$ cat src/rtl/wbck_arb_scoreboard_pkg.sv
// rtl/wbck_arb_scoreboard_pkg.sv - shared widths, source encodings and helpers for write-back
package wbck_arb_scoreboard_pkg;

   localparam int XLEN        = 32;
   localparam int RFIDX_WIDTH = 5;
   localparam int RFREG_NUM   = 32;

   localparam logic WB_SRC_ALU = 1'b0;
   localparam logic WB_SRC_LSU = 1'b1;

   // One-hot register mask; x0 is never tracked so it always yields zero.
   function automatic logic [RFREG_NUM-1:0] rf_onehot(input logic [RFIDX_WIDTH-1:0] idx);
      logic [RFREG_NUM-1:0] m;
      m = '0;
      if (idx != '0) m[idx] = 1'b1;
      return m;
   endfunction

endpackage

$ cat src/rtl/wbck_rr_arb.sv
// rtl/wbck_rr_arb.sv - 2-way round-robin arbiter between ALU and long-latency write-back
module wbck_rr_arb
   import wbck_arb_scoreboard_pkg::*;
(
   input  logic       clk,
   input  logic       rst,
   input  logic [1:0] req_i,
   output logic [1:0] gnt_o
);

   logic rr_last_q;
   logic rr_last_d;

   always_ff @(posedge clk) begin
      if (!rst) begin
         rr_last_q <= WB_SRC_LSU;
      end else begin
         rr_last_q <= rr_last_d;
      end
   end

   // On a tie the source that did not win last time is granted.
   always_comb begin
      gnt_o = 2'b00;
      if (rst) begin
         case (req_i)
            2'b01:   gnt_o = 2'b01;
            2'b10:   gnt_o = 2'b10;
            2'b11:   gnt_o = (rr_last_q == WB_SRC_LSU) ? 2'b01 : 2'b10;
            default: gnt_o = 2'b00;
         endcase
      end
   end

   always_comb begin
      rr_last_d = rr_last_q;
      if (gnt_o[WB_SRC_LSU]) begin
         rr_last_d = WB_SRC_LSU;
      end else if (gnt_o[WB_SRC_ALU]) begin
         rr_last_d = WB_SRC_ALU;
      end
   end

endmodule

$ cat src/rtl/wbck_arb_scoreboard.sv
// rtl/wbck_arb_scoreboard.sv - RF write-back arbiter with long-latency pending scoreboard
module wbck_arb_scoreboard
   import wbck_arb_scoreboard_pkg::*;
#(
   parameter int MAX_OUT = 4,
   parameter int CNT_W   = 3
) (
   input  logic                   clk,
   input  logic                   rst,
   input  logic                   alu_wbck_valid,
   output logic                   alu_wbck_ready,
   input  logic [RFIDX_WIDTH-1:0] alu_wbck_idx,
   input  logic [XLEN-1:0]        alu_wbck_dat,
   input  logic                   lsu_wbck_valid,
   output logic                   lsu_wbck_ready,
   input  logic [RFIDX_WIDTH-1:0] lsu_wbck_idx,
   input  logic [XLEN-1:0]        lsu_wbck_dat,
   input  logic                   iss_valid,
   input  logic                   iss_long,
   input  logic                   iss_rd_wen,
   input  logic [RFIDX_WIDTH-1:0] iss_rd_idx,
   input  logic                   iss_rs1_ren,
   input  logic [RFIDX_WIDTH-1:0] iss_rs1_idx,
   input  logic                   iss_rs2_ren,
   input  logic [RFIDX_WIDTH-1:0] iss_rs2_idx,
   output logic                   iss_stall,
   output logic                   wbck_dest_wen,
   output logic [RFIDX_WIDTH-1:0] wbck_dest_idx,
   output logic [XLEN-1:0]        wbck_dest_dat,
   output logic                   sb_busy
);

   logic [1:0]           req;
   logic [1:0]           gnt;
   logic                 alu_gnt;
   logic                 lsu_gnt;

   logic [RFREG_NUM-1:0] pending_q;
   logic [RFREG_NUM-1:0] pending_d;
   logic [RFREG_NUM-1:0] set_mask;
   logic [RFREG_NUM-1:0] clr_mask;
   logic [CNT_W-1:0]     out_cnt_q;
   logic [CNT_W-1:0]     out_cnt_d;

   logic                 hazard;
   logic                 cnt_full;
   logic                 iss_accept;
   logic                 cnt_inc;
   logic                 cnt_dec;

   assign req = {lsu_wbck_valid, alu_wbck_valid};

   wbck_rr_arb u_arb (
      .clk   (clk),
      .rst   (rst),
      .req_i (req),
      .gnt_o (gnt)
   );

   assign alu_gnt        = gnt[WB_SRC_ALU];
   assign lsu_gnt        = gnt[WB_SRC_LSU];
   assign alu_wbck_ready = alu_gnt;
   assign lsu_wbck_ready = lsu_gnt;

   always_comb begin
      wbck_dest_idx = '0;
      wbck_dest_dat = '0;
      if (alu_gnt) begin
         wbck_dest_idx = alu_wbck_idx;
         wbck_dest_dat = alu_wbck_dat;
      end else if (lsu_gnt) begin
         wbck_dest_idx = lsu_wbck_idx;
         wbck_dest_dat = lsu_wbck_dat;
      end
   end

   // x0 writes still complete the handshake but never reach the register file.
   assign wbck_dest_wen = (alu_gnt || lsu_gnt) && (wbck_dest_idx != '0);

   assign cnt_full = (out_cnt_q == CNT_W'(MAX_OUT));
   assign hazard   = (iss_rs1_ren && pending_q[iss_rs1_idx])
                  || (iss_rs2_ren && pending_q[iss_rs2_idx])
                  || (iss_rd_wen  && pending_q[iss_rd_idx])
                  || (iss_long    && cnt_full);

   assign iss_stall  = !rst || hazard;
   assign iss_accept = iss_valid && !iss_stall;
   assign cnt_inc    = iss_accept && iss_long;
   assign cnt_dec    = lsu_gnt;

   assign set_mask = (cnt_inc && iss_rd_wen) ? rf_onehot(iss_rd_idx) : '0;
   assign clr_mask = lsu_gnt ? rf_onehot(lsu_wbck_idx) : '0;

   // Set is applied after clear so a same-cycle re-issue of a retiring register stays pending.
   always_comb begin
      pending_d    = (pending_q & ~clr_mask) | set_mask;
      pending_d[0] = 1'b0;
   end

   always_comb begin
      out_cnt_d = out_cnt_q;
      if (cnt_inc && !cnt_dec) begin
         out_cnt_d = out_cnt_q + CNT_W'(1);
      end else if (cnt_dec && !cnt_inc && (out_cnt_q != '0)) begin
         out_cnt_d = out_cnt_q - CNT_W'(1);
      end
   end

   always_ff @(posedge clk) begin
      if (!rst) begin
         pending_q <= '0;
         out_cnt_q <= '0;
      end else begin
         pending_q <= pending_d;
         out_cnt_q <= out_cnt_d;
      end
   end

   assign sb_busy = rst && (out_cnt_q != '0);

`ifndef SYNTHESIS
   lsu_underflow_a: assert property (@(posedge clk) disable iff (!rst)
      !(cnt_dec && (out_cnt_q == '0)));
`endif

endmodule
$ cat config.mk
export PLATFORM = sky130hd
export DESIGN_NAME = wbck_arb_scoreboard
export DESIGN_NICKNAME = d
export VERILOG_FILES = /design/src/rtl/wbck_arb_scoreboard_pkg.sv /design/src/rtl/wbck_rr_arb.sv /design/src/rtl/wbck_arb_scoreboard.sv
export SDC_FILE = /design/constraint.sdc
export NUM_CORES = 1
export LEC_CHECK = 0
export ABC_CLOCK_PERIOD_IN_PS = 4570
export BUFFER_PORTS_ARGS = -buffer_cell sky130_fd_sc_hd__buf_2
export CAP_MARGIN = 25
export CORE_MARGIN = 8
export CORE_UTILIZATION = 30
export CTS_CLUSTER_SIZE = 16
export DETAILED_ROUTE_END_ITERATION = 12
export GPL_ROUTABILITY_DRIVEN = 0
export HOLD_SLACK_MARGIN = 0.08
export PLACE_DENSITY_LB_ADDON = 0.15
export RECOVER_POWER = 50
export SYNTH_ARGS = -nofsm -noshare
export SYNTH_HDL_FRONTEND = slang
export SYNTH_HIERARCHICAL = 1
export SYNTH_SLANG_ARGS = --single-unit
$ cat constraint.sdc
create_clock -name clk -period 4.57 [get_ports clk]
set_input_delay 0.914 -clock clk [delete_from_list [all_inputs] [get_ports clk]]
set_output_delay 0.914 -clock clk [all_outputs]
set_load 0.1 [all_outputs]
==> flow_results.org, run 1 <==
** Die
- Die area :: 13600 um2
- DIE WIDTH :: 117 um
- Starting Density :: 30.2%
- The die is 117 um tall.
- Core Region :: 10100 um2
- In this run the core area contains 37 standard-cell rows.
- I/O pin cnt :: 140

** Final layout
- Compared with the post-synthesis result, the final layout area differs by 33.7%.
- After routing the design area is 4080 um2.
- Total Nets Final :: 538
- Of the cells placed in the final design, the portion with a size suffix greater than 1 is 41.6%.
- The filler cells instantiated in the layout total 1063.
- # diodes :: 0
- Storage element area :: 701 um2
- Summing all multi-input logic gate instances after layout gives 2120 um2.
- Final cell count without fillers :: 576

** Clock tree
- Maximum clock path buffer count :: 2
- Buffers added to address setup during post-CTS repair amount to 0.
- The number of hold buffers added after CTS was 0.
- Clock-pin slew was measured on the worst setup and hold paths at 0.07 ns.
- Sink Count :: 35
- Cell at the root of the clock tree :: sky130_fd_sc_hd__clkbuf_8
- After clock tree synthesis, the repair step resized 0 gates.
- Clock network latency to the later pin of the worst-skew pair :: 0.29 ns
- In this run, CTS created clock tree buffers numbering 5.
- TritonCTS built the clock tree.
- The H-tree generated during clock tree synthesis spans 2 levels.

** Yosys
- Counting flops and latches in the post-synthesis netlist gives 35.
- Mean post-synth cell area :: 9.47 um2
- The number of nets handed over by synthesis was 421.
- Asr flop ratio synth :: 0%
- Top cells by instance count after synthesis :: 35 x sky130_fd_sc_hd__dfxtp_1, 34 x sky130_fd_sc_hd__a22o_1, 32 x sky130_fd_sc_hd__o211ai_1, 29 x sky130_fd_sc_hd__o21ai_0, 20 x sky130_fd_sc_hd__nand2_1
- The synthesized design devotes to its leading area cell type 23.0% of total area.
- Count of cell types in the netlist :: 55
- For this run, the leading register cell type out of synthesis is sky130_fd_sc_hd__dfxtp_1.
- Total number of yosys warnings :: 6
- The synthesized netlist occupies a cell area of 3050 um2.
- Of the synthesized area, sequential elements account for 23.0%.
- The synthesized design contains 0 enable-type register cells.
- Synthesized instance count :: 322
- Ranked by total cell area, the synthesized netlist is headed by sky130_fd_sc_hd__dfxtp_1 23%, sky130_fd_sc_hd__a22o_1 9.8%, sky130_fd_sc_hd__o211ai_1 7.9%.
- Of all cell types, the one taking the most synthesized area is sky130_fd_sc_hd__dfxtp_1.
- Most frequent cell after synthesis :: sky130_fd_sc_hd__dfxtp_1

** STA
- Once routing completed, OpenROAD measured the worst setup slack at 0.408 ns.
- Final Hold Viols :: 0
- Setup repair after global routing left no endpoint under its margin.
- Pin slew with the least headroom to its limit :: 1.18 ns
- Final number of max-transition violations :: 0
- Highest attainable clock frequency :: 240 MHz
- Setup violations remaining at the end of the flow were counted as 0.
- Clock skew on the completed layout was measured at 0.00980 ns.
- After layout, the worst path uses 91.1% of the clock period.
- For the final routed database, the setup TNS stands at 0 ns.
- Headroom to the max-slew limit came out at 21.5%.
- Worst hold slack :: 0.535 ns
- The smallest clock period supported by the final layout is computed as 4.16 ns.

** Drt
- Remaining DRCs :: 0
- After detailed routing, the average wire length per cell comes to 19.6 um.
- Detailed-routing iteration count for the pre-antenna-repair pass :: 4
- In the routed layout, each cell is associated on average with a via count of 5.54.
- Summing over every cut layer, the via total after detailed routing is 3189.
- For this block, the initial DRC count from the detailed router was 198.
- In this run the remaining antenna-violating nets after routing total 0.
- The routed design has 11.3 mm of wire.

** Critical path
- Critical path start-end classification :: in2out
- Counting cells, the worst reg-to-reg path comes to 11.
- The worst setup path is launched from a primary input.
- Flop2flop setup slack :: 1.47 ns
- Critical Path RT :: 3.66 ns
- Data on the critical path arrives at its endpoint at 3.25 ns.
- The worst setup path is captured at an output port.
- CP Capture Point :: iss_stall
- The worst register-to-register path ends at out_cnt_q[2].
- Of all nets on the critical path, the largest fanout is 10.
- Worst R2R Start :: pending_q[15]
- In this run the worst setup path begins at iss_rs2_idx[1].

** Global routing
- Entering global routing, the biggest net connects 43 pins.
- The number of global-route vias before repair came to 3277.
- The total overflow left after global routing is 0.
- Wire length of the first global-routing pass :: 17.4 mm
- In the global route stage, overall resource usage came out at 16.4%.
- Antenna violations before repair :: 0

** Power and ir drop
- Summed over all cells, the static leakage comes to 1.67 nW.
- Max IR drop VDD :: 0.109 mV
- Dividing total power by cell area gives a power density of 242 nW/um2.

** Placement
- Final HPWL from detailed placement :: 9.18 mm
- Buffers placed on the I/O ports in this run total 139.
- Number of cells after detailed placement :: 568
- Summing all placed instances gives a cell area of 4040 um2.
- OpenSTA, run right after detailed placement, puts the worst setup slack at 0.482 ns.

** Run status
- Status :: finished clean

** Job
- Maximum capacitance violations :: 0

** Hold path
- Min-Delay Path Class :: reg2reg
==> stage by stage <==
step                util, %  total power [mW]
CTS                    40.9             0.997
detailed placement     40.0             0.782
floorplan                 -             0.648
global route           40.4              1.03
finish                 40.4             0.985
global placement       40.0             0.779
==> worst max-delay path, cell delays in order <==
cell and delay (ns):
sky130_fd_sc_hd__clkbuf_1 0.51, sky130_fd_sc_hd__mux2i_1 0.18, sky130_fd_sc_hd__a221o_1 0.33, sky130_fd_sc_hd__a211o_2 0.30, sky130_fd_sc_hd__a21oi_1 0.41, sky130_fd_sc_hd__a211o_2 0.18, sky130_fd_sc_hd__buf_2 0.42
==> logic make-up (layout without fill, tap and decap cells) <==
kind of cell	after synthesis	after routing	share of synthesized area (%)
AOI/OAI and AO/OA	125	125	31.0
and+or+nand+nor	90	90	18.7
muxes	37	37	19.5
DFF	35	35	23.0
buffers and inverters	34	152	7.18
adders and majority gates	1	1	0.657
==> flip-flops by register name (all words and copies together), names as in the netlist <==
| name | cells |
|---|---|
| pending_q | 31 |
| out_cnt_q | 3 |
| u_arb/rr_last_q | 1 |
==> layout by cell type (no fill, tap or decap), types with 8 or more instances in the layout <==
| cell | n |
|---|---|
| sky130_fd_sc_hd__o211ai_1 | 32 |
| sky130_fd_sc_hd__buf_12 | 19 |
| sky130_fd_sc_hd__nand3b_1 | 9 |
| sky130_fd_sc_hd__a22o_1 | 31 |
| sky130_fd_sc_hd__nand2_1 | 20 |
| sky130_fd_sc_hd__buf_2 | 113 |
| sky130_fd_sc_hd__mux2i_1 | 13 |
| sky130_fd_sc_hd__dfxtp_1 | 35 |
| sky130_fd_sc_hd__nand3_1 | 10 |
| sky130_fd_sc_hd__mux2_2 | 8 |
| sky130_fd_sc_hd__mux4_2 | 8 |
| sky130_fd_sc_hd__o21ai_0 | 31 |
| sky130_fd_sc_hd__clkbuf_1 | 9 |
==> layer usage <==
metal / part of all wire, % / vias to the layer above / track usage, %
li1: - / 1529 / -
met2: 47 / 170 / 27.0
met1: 40 / 1478 / 19.5
met4: 1.5 / 0 / 5.20
met3: 11 / 12 / 5.59
met5: 0 / - / 0
==> power breakdown <==
part | internal, mW | leakage, nW | total [mW] | switching, mW
clock | 0.107 | 0.0422 | 0.216 | 0.109
combinational | 0.140 | 1.35 | 0.453 | 0.313
sequential | 0.310 | 0.282 | 0.317 | 0.00694
==> final cells by class <==
cell class | count | area share, %
clock inverter | 1 | 0.123
inverter | 1 | 0.0921
sequential | 35 | 17.2
timing repair buffer | 143 | 24.6
clock buffer | 7 | 1.87
tap | 136 | 4.17
multi-input combinational | 253 | 52.0
==> how the worst min path moves through the flow <==
stage	to	slack, ns	depth (start not counted)	start
floorplan	out_cnt_q[0]	0.48	2	out_cnt_q[0]
global placement	out_cnt_q[0]	0.52	2	out_cnt_q[0]
detailed placement	out_cnt_q[0]	0.52	2	out_cnt_q[0]
CTS	out_cnt_q[0]	0.53	2	out_cnt_q[0]
global route	pending_q[21]	0.58	2	pending_q[21]
finish	out_cnt_q[0]	0.54	2	out_cnt_q[0]
No activity file was read; power rests on OpenSTA's default activity.
==> run 2: changes to the inputs <==
Settings changed: CORE_ASPECT_RATIO from default to 0.8.
==> flow_results.org, run 2 (synthesis results as in run 1) <==
** Run status
- Status: finished clean (unchanged).

** Die
- The overall die height came to 106 um (was 117 um).
- The count of standard-cell rows was 33 (was 37).
- The count of boundary I/O pins came to 140 (unchanged).
- Starting Density :: 30.3% (was 30.2%)
- Die area :: 13700 um2 (was 13600 um2)
- DIE WIDTH :: 129 um (was 117 um)
- Core Region :: 10100 um2 (about the same)

** Critical path
- The worst path arrival time was 2.99 ns (was 3.25 ns).
- The start-to-end type of the worst setup path is in2out (unchanged).
- Critical Path RT :: 3.66 ns (about the same)
- The startpoint type of the worst setup path is a primary input (unchanged).
- Worst R2R Start :: pending_q[7] (was pending_q[15])
- Flop2flop setup slack :: 1.45 ns (was 1.47 ns)
- The endpoint of the worst register-to-register path was out_cnt_q[1] (was out_cnt_q[2]).
- The number of cell instances on the worst register-to-register path came to 9 (was 11).
- The highest fanout seen on the critical path came to 18 (was 10).
- Worst Setup End Kind :: output port (unchanged)

** Final layout
- Signed area change from the synthesized netlist to the final layout :: 26.4% (was 33.7%)
- The flip-flop count of the largest register, all copies and words added was 31 (unchanged).
- Register bank with the most flops :: pending_q (unchanged)
- Fraction of final layout cells sized beyond drive strength 1 :: 41.1% (was 41.6%)
- # diodes :: 0 (unchanged)
- The number of nets in the layout is 538 (unchanged).
- Leading cell type in the layout, fill and taps excluded :: sky130_fd_sc_hd__buf_2 (unchanged)
- Area of all placed cells without fillers :: 3850 um2 (was 4080 um2)
- Largest registers: pending_q: 31 flops, out_cnt_q: 3 flops, u_arb/rr_last_q: 1 flops (unchanged).
- Top library cells by usage in the layout, fill and taps aside: 129 x sky130_fd_sc_hd__buf_2, 35 x sky130_fd_sc_hd__dfxtp_1, 32 x sky130_fd_sc_hd__o211ai_1 (was 113 x sky130_fd_sc_hd__buf_2, 35 x sky130_fd_sc_hd__dfxtp_1, 32 x sky130_fd_sc_hd__o211ai_1).
- The number of fillers in the final layout is 1056 (was 1063).

** Power and ir drop
- Internal power contribution :: 0.613 mW (was 0.556 mW)
- Sw Pwr :: 0.430 mW (was 0.429 mW)
- The leakage dissipation was 1.62 nW (was 1.67 nW).
- Sequential Power Share :: 30.4% (was 32.2%)
- Switch share :: 41.2% (was 43.5%)
- The proportion of power drawn by combinational gates is 39.0% (was 45.9%).
- Part of the total power dissipated in the clock network :: 30.6% (was 21.9%)
- Total power per unit cell area :: 271 nW/um2 (was 242 nW/um2)
- Max IR drop VDD :: 0.143 mV (was 0.109 mV)

** Clock tree
- Clock slew at reported path FFs :: 0.05 ns (was 0.07 ns)
- Post-CTS Hold Buffers :: 0 (unchanged)
- The number of buffers inserted by post-CTS setup repair was 0 (unchanged).
- The CTS tree was yes (unchanged).
- The total clock buffers created by CTS came to 5 (unchanged).
- Maximum clock path buffer count :: 2 (unchanged)
- The count of cells resized by post-cts repair came to 0 (unchanged).
- Sink Count :: 35 (unchanged)
- The clock network latency to the later pin of the worst-skew pair is 0.28 ns (was 0.29 ns).
- The root buffer cell is sky130_fd_sc_hd__clkbuf_16 (was sky130_fd_sc_hd__clkbuf_8).
- The depth of the CTS H-tree was 2 (unchanged).

** Placement
- The total cell area at the placement stage came to 3760 um2 (was 4040 um2).
- Final HPWL from detailed placement :: 8.71 mm (was 9.18 mm)
- The number of port buffers is 139 (unchanged).

** STA
- Final number of max-transition violations :: 0 (unchanged)
- Crit path time final :: 3.91 ns (was 4.16 ns)
- RSZ-0062 raised after global routing: no (unchanged).
- The final hold violation count came to 0 (unchanged).
- Summed negative setup slack over all endpoints :: 0 ns (unchanged)
- Relative slew margins :: 21.6% (was 21.5%)
- The slew of the pin with the lowest slew margin was 1.18 ns (about the same).
- The maximum achievable frequency is 256 MHz (was 240 MHz).
- The count of final setup violators is 0 (unchanged).
- The clock tree skew after final layout is 0.00526 ns (was 0.00980 ns).
- The part of the cycle the worst path needs was 85.5% (was 91.1%).

** Drt
- The number of vias after detailed routing is 3231 (was 3189).
- The initial detailed-routing violation count came to 202 (was 198).
- Post-detailed-route count of antenna-violating nets :: 0 (unchanged)
- Routed length per placed instance :: 19.0 um (was 19.6 um)
- The detailed-route DRC error count was 0 (unchanged).
- Detailed-routing iteration count for the pre-antenna-repair pass :: 4 (unchanged)
- Average via count per standard cell :: 5.57 (was 5.54)
- The sum of routed wire length over all layers was 11.0 mm (was 11.3 mm).

** Hold path
- Cell depth of the worst hold path :: 2 (unchanged)
- End of the worst hold path :: u_arb/rr_last_q (was out_cnt_q[0])
- Min-Delay Path Class :: reg2reg (unchanged)
- The startpoint of the lowest-slack hold path is u_arb/rr_last_q (was out_cnt_q[0]).

** Global routing
- Wire length of the first global-routing pass :: 17.6 mm (was 17.4 mm)
- Antenna violations before repair :: 0 (unchanged)
- Remaining Overflow, GRT :: 0 (unchanged)
- The number of global-route vias before repair is 3401 (was 3277).
- All-layer global routing usage :: 16.0% (was 16.4%)
- Maximum number of pins on one net before global-route repair :: 44 (was 43)

** Job
- The max-cap check violation count was 0 (unchanged).
[run 2: cell count changes in the layout (fill, tap and decap cells not counted)]
cell | before | now
sky130_fd_sc_hd__o21ai_0 | 31 | 30
sky130_fd_sc_hd__buf_12 | 19 | 0
sky130_fd_sc_hd__buf_2 | 113 | 129
sky130_fd_sc_hd__o21ai_2 | 6 | 7
sky130_fd_sc_hd__clkbuf_1 | 9 | 12
sky130_fd_sc_hd__clkbuf_8 | 5 | 0
sky130_fd_sc_hd__clkbuf_16 | 0 | 5
[run 2: final cells by class]
cell class	count	area, um2	area share [%]
Clock buffer	7	133	3.44
Tap cell	140	175	4.55
Inverter	1	3.75	0.0974
Timing Repair Buffer	143	713	18.5
Sequential cell	35	701	18.2
Clock inverter	1	5.00	0.130
Multi-Input combinational cell	253	2120	55.1
[run 2: power by group through the flow]
stage	clock (mW)	combinational, mW	sequential, mW
CTS	0.325	0.413	0.317
global placement	0	0.410	0.323
floorplan	0	0.326	0.322
detailed placement	0	0.412	0.323
global route	0.340	0.430	0.318
finish	0.319	0.407	0.317
[run 2: per-stage QoR]
stage               total power, mW  util, %  setup WS [ns]  instances  hold WS (ns)
finish                         1.04     38.3          0.662        580         0.537
global route                   1.09     38.3          0.509        580         0.572
CTS                            1.06     38.7          0.590        580         0.537
detailed placement            0.736     37.3          0.428        572         0.529
global placement              0.734     37.3          0.489        572         0.511
floorplan                     0.648        -         0.0659        322         0.484
[run 2: worst max-delay path, cell delays in order]
cell and delay, ns:
sky130_fd_sc_hd__buf_2 0.34, sky130_fd_sc_hd__mux2_1 0.36, sky130_fd_sc_hd__and3_1 0.19, sky130_fd_sc_hd__nor4_2 0.26, sky130_fd_sc_hd__nand4_1 0.26, sky130_fd_sc_hd__a211o_2 0.37
sky130_fd_sc_hd__buf_2 0.29
[run 2: per-layer routing]
| metal | GRT usage (%) | wire length (um) | vias up |
|---|---|---|---|
| met5 | 0 | 0 | - |
| met4 | 3.93 | 106 | 0 |
| met3 | 4.25 | 988 | 8 |
| met2 | 25.3 | 5050 | 146 |
| met1 | 21.1 | 4870 | 1550 |
| li1 | - | - | 1527 |
[run 2: how the worst max path moves through the flow]
stage	startpoint	end	slack [ns]	depth (start not counted)
CTS	iss_rd_idx[1]	iss_stall	0.59	7
global route	iss_rd_idx[1]	out_cnt_q[2]	0.51	12
floorplan	rst	wbck_dest_wen	0.07	7
detailed placement	iss_rd_idx[1]	out_cnt_q[2]	0.43	12
finish	iss_rd_idx[1]	iss_stall	0.66	7
global placement	iss_rd_idx[1]	out_cnt_q[2]	0.49	12
==> run 3: changes to the inputs <==
Settings changed: ABC_CLOCK_PERIOD_IN_PS 4570 to 3270, CORE_ASPECT_RATIO 0.8 to 0.75.
Clock period 4.57 ns to 3.27 ns, I/O delays scaled along.
==> flow_results.org, run 3 (synthesis results as in run 1) <==
** Critical path
- Critical Path RT :: 2.62 ns (was 3.66 ns)
- Destination of the worst register-to-register timing path :: out_cnt_q[2] (was out_cnt_q[1])
- Worst-case reg-to-reg path depth :: 11 (was 9)
- Worst Setup End Kind :: output port (unchanged)
- The start-to-end type of the worst setup path was in2out (unchanged).
- The startpoint type of the worst setup path was a primary input (unchanged).
- Maximum fanout along the worst path :: 7 (was 18)
- Flop2flop setup slack :: 0.40 ns (was 1.45 ns)
- The source of the worst register-to-register timing path is pending_q[14] (was pending_q[7]).
- The worst path arrival time is 2.54 ns (was 2.99 ns).

** STA
- Skew final :: 0.00469 ns (was 0.00526 ns)
- Static timing analysis puts the maximum clock frequency at 313 MHz.
- The worst path in the final design needs a cycle of 3.19 ns, including I/O delays and setup.
- Setup-violating endpoint count in the final report :: 0 (unchanged)
- The number of max-slew violations in the final report was 0 (unchanged).
- Least setup slack across all paths after layout :: 0.0783 ns (was 0.662 ns)
- Fin crit share :: 97.6%
- The headroom to the max-slew limit is 20.7% (was 21.6%).
- The final hold violation count was 0 (unchanged).
- The slew of the pin with the lowest slew margin is 1.19 ns (was 1.18 ns).

** Final layout
- Largest registers: pending_q: 31 flops, out_cnt_q: 3 flops, u_arb/rr_last_q: 1 flops (unchanged).
- The register ranked first by flip-flop count is pending_q (unchanged).
- The number of fillers in the final layout is 976 (was 1056).
- The area overhead of the layout relative to synthesis was 59.3% (was 26.4%).
- Fraction of final layout cells sized beyond drive strength 1 :: 54.4% (was 41.1%)
- Leading cell type in the layout, fill and taps excluded :: sky130_fd_sc_hd__buf_2 (unchanged)
- The number of nets in the layout came to 559 (was 538).
- Number of flip-flops under the largest register name :: 31 (unchanged)
- Final cell count without fillers :: 597 (was 580)
- Top library cells by usage in the layout, fill and taps aside :: 96 x sky130_fd_sc_hd__buf_2, 35 x sky130_fd_sc_hd__dfxtp_1, 33 x sky130_fd_sc_hd__a22o_4, 33 x sky130_fd_sc_hd__buf_4, 32 x sky130_fd_sc_hd__o211ai_1 (was 129 x sky130_fd_sc_hd__buf_2, 35 x sky130_fd_sc_hd__dfxtp_1, 32 x sky130_fd_sc_hd__o211ai_1)
- Final Core Density :: 48.1% (was 38.3%)
- # diodes :: 0 (unchanged)

** Hold path
- Hold Path Origin :: u_arb/rr_last_q (unchanged)
- The hold path endpoint is u_arb/rr_last_q (unchanged).
- Min-Delay Path Class :: reg2reg (unchanged)
- The instance count along the most critical hold path came to 2 (unchanged).

** Die
- The die width came to 132 um (was 129 um).
- The count of boundary I/O pins was 140 (unchanged).
- The core region area was 10100 um2 (about the same).
- Die area :: 13700 um2 (about the same)
- Vertical extent of the die :: 103 um (was 106 um)
- Starting Density :: 30.2% (was 30.3%)
- The count of standard-cell rows came to 32 (was 33).

** Placement
- Worst setup slack after placement :: -0.173 ns (was 0.428 ns)
- The count of placed standard cells including taps is 589 (was 572).
- Final HPWL from detailed placement :: 10.1 mm (was 8.71 mm)
- Port bufs :: 139 (unchanged)

** Drt
- The sum of routed wire length over all layers came to 12.0 mm (was 11.0 mm).
- Average via count per standard cell :: 5.53 (was 5.57)
- Remaining DRCs :: 0 (unchanged)
- Post-detailed-route count of antenna-violating nets :: 0 (unchanged)
- Violation count after the first detailed-routing iteration :: 290 (was 202)
- The routed wire length per instance came to 20.1 um (was 19.0 um).
- Via count :: 3301 (was 3231)
- The number of detailed-routing iterations run before antenna repair is 4 (unchanged).

** Job
- Maximum capacitance violations :: 0 (unchanged)

** Global routing
- Vias in the first global route :: 3447 (was 3401)
- The wire length of the first global-routing pass is 18.9 mm (was 17.6 mm).
- The pin count of the biggest net entering global routing was 40 (was 44).
- Antenna violations before repair :: 0 (unchanged)
- The total grt overflow came to 0 (unchanged).
- All-layer global routing usage :: 17.2% (was 16.0%)

** Clock tree
- Cell at the root of the clock tree :: sky130_fd_sc_hd__clkbuf_16 (unchanged)
- The clock network latency to the later pin of the worst-skew pair is 0.28 ns (about the same).
- Maximum clock path buffer count :: 2 (unchanged)
- The number of buffers inserted by post-CTS setup repair was 0 (unchanged).
- Clock tree from TritonCTS :: yes (unchanged)
- H-Tree Level Count :: 2 (unchanged)
- The CTS clock-pin slew for the worst setup and hold paths came to 0.06 ns (was 0.05 ns).
- Sink Count :: 35 (unchanged)
- Number of buffers created by CTS :: 5 (unchanged)

** Run status
- Status :: finished clean (unchanged)

** Power and ir drop
- The power density relative to cell area is 357 nW/um2 (was 271 nW/um2).
- The peak supply drop is 0.226 mV (was 0.143 mV).
- Leakage power :: 2.05 nW (was 1.62 nW)
run 3: cell count changes in the layout (fill, tap and decap cells not counted), moves of 2 or more:
cell and change:
sky130_fd_sc_hd__o21ai_2 +2, sky130_fd_sc_hd__o21ai_4 +4, sky130_fd_sc_hd__buf_2 -33, sky130_fd_sc_hd__clkbuf_2 +2, sky130_fd_sc_hd__a22o_2 -2, sky130_fd_sc_hd__o21ai_0 -4
sky130_fd_sc_hd__clkbuf_1 -7, sky130_fd_sc_hd__buf_12 +26, sky130_fd_sc_hd__o21ai_1 -2, sky130_fd_sc_hd__a22o_1 -31, sky130_fd_sc_hd__a22o_4 +33, sky130_fd_sc_hd__buf_4 +29
run 3: worst max-delay path, cell delays in order:
cell	delay (ns)
sky130_fd_sc_hd__clkbuf_4	0.19
sky130_fd_sc_hd__mux4_2	0.51
sky130_fd_sc_hd__mux2_4	0.28
sky130_fd_sc_hd__o21ai_2	0.17
sky130_fd_sc_hd__a21oi_4	0.09
sky130_fd_sc_hd__buf_4	0.15
sky130_fd_sc_hd__a211o_2	0.26
sky130_fd_sc_hd__buf_4	0.23
run 3: worst max path at each step:
stage          depth (start not counted)           start             to  slack, ns
2_1_floorplan                          7             rst  wbck_dest_wen      -0.12
3_3_place_gp                          12   iss_rd_idx[1]   out_cnt_q[2]      -0.14
3_5_place_dp                          12   iss_rd_idx[1]   out_cnt_q[2]      -0.17
4_1_cts                                8  iss_rs2_idx[1]      iss_stall       0.02
5_1_grt                               12  iss_rs2_idx[1]   out_cnt_q[2]     -0.003
6_report                               8  iss_rs2_idx[1]      iss_stall       0.08
run 3: repair_timing:
item                                    4_1_cts  5_1_grt
gates resized for setup                       2        4
hold buffers                                  0        0
pin swaps                                     0        1
endpoints found under the setup margin        1        2
run 3: metal layers:
layer | vias to the layer above | wire length, um | GRT usage [%]
li1 | 1565 | - | -
met1 | 1563 | 5130 | 22.7
met2 | 166 | 5350 | 27.1
met3 | 7 | 1460 | 5.65
met5 | - | 0 | 0
met4 | 0 | 89 | 3.57
run 3: through the flow:
| stage | power [mW] | TNS (ns) | instance area [um2] | hold WS [ns] |
|---|---|---|---|---|
| after global routing | 1.80 | -0.00258 | 4860 | 0.557 |
| after global placement | 1.22 | -0.308 | 4830 | 0.508 |
| final | 1.73 | 0 | 4860 | 0.537 |
| after floorplan | 0.957 | -0.237 | 3440 | 0.489 |
| after detailed placement | 1.22 | -0.442 | 4830 | 0.522 |
| after CTS | 1.77 | 0 | 5010 | 0.529 |
run 3: area by class of cell:
type / instances / area (um2) / area share, %
Clock buffer: 5 / 125 / 2.58
Clock inverter: 3 / 47.5 / 0.979
Inverter: 1 / 3.75 / 0.0773
Multi-Input combinational cell: 253 / 2510 / 51.7
Sequential cell: 35 / 701 / 14.4
Tap cell: 136 / 170 / 3.50
Timing Repair Buffer: 164 / 1300 / 26.7
run 3: where the power goes:
group          internal [mW]  total [mW]  switching (mW)
Sequential             0.433       0.444          0.0104
Combinational          0.265       0.736           0.471
Clock                  0.363       0.552           0.189
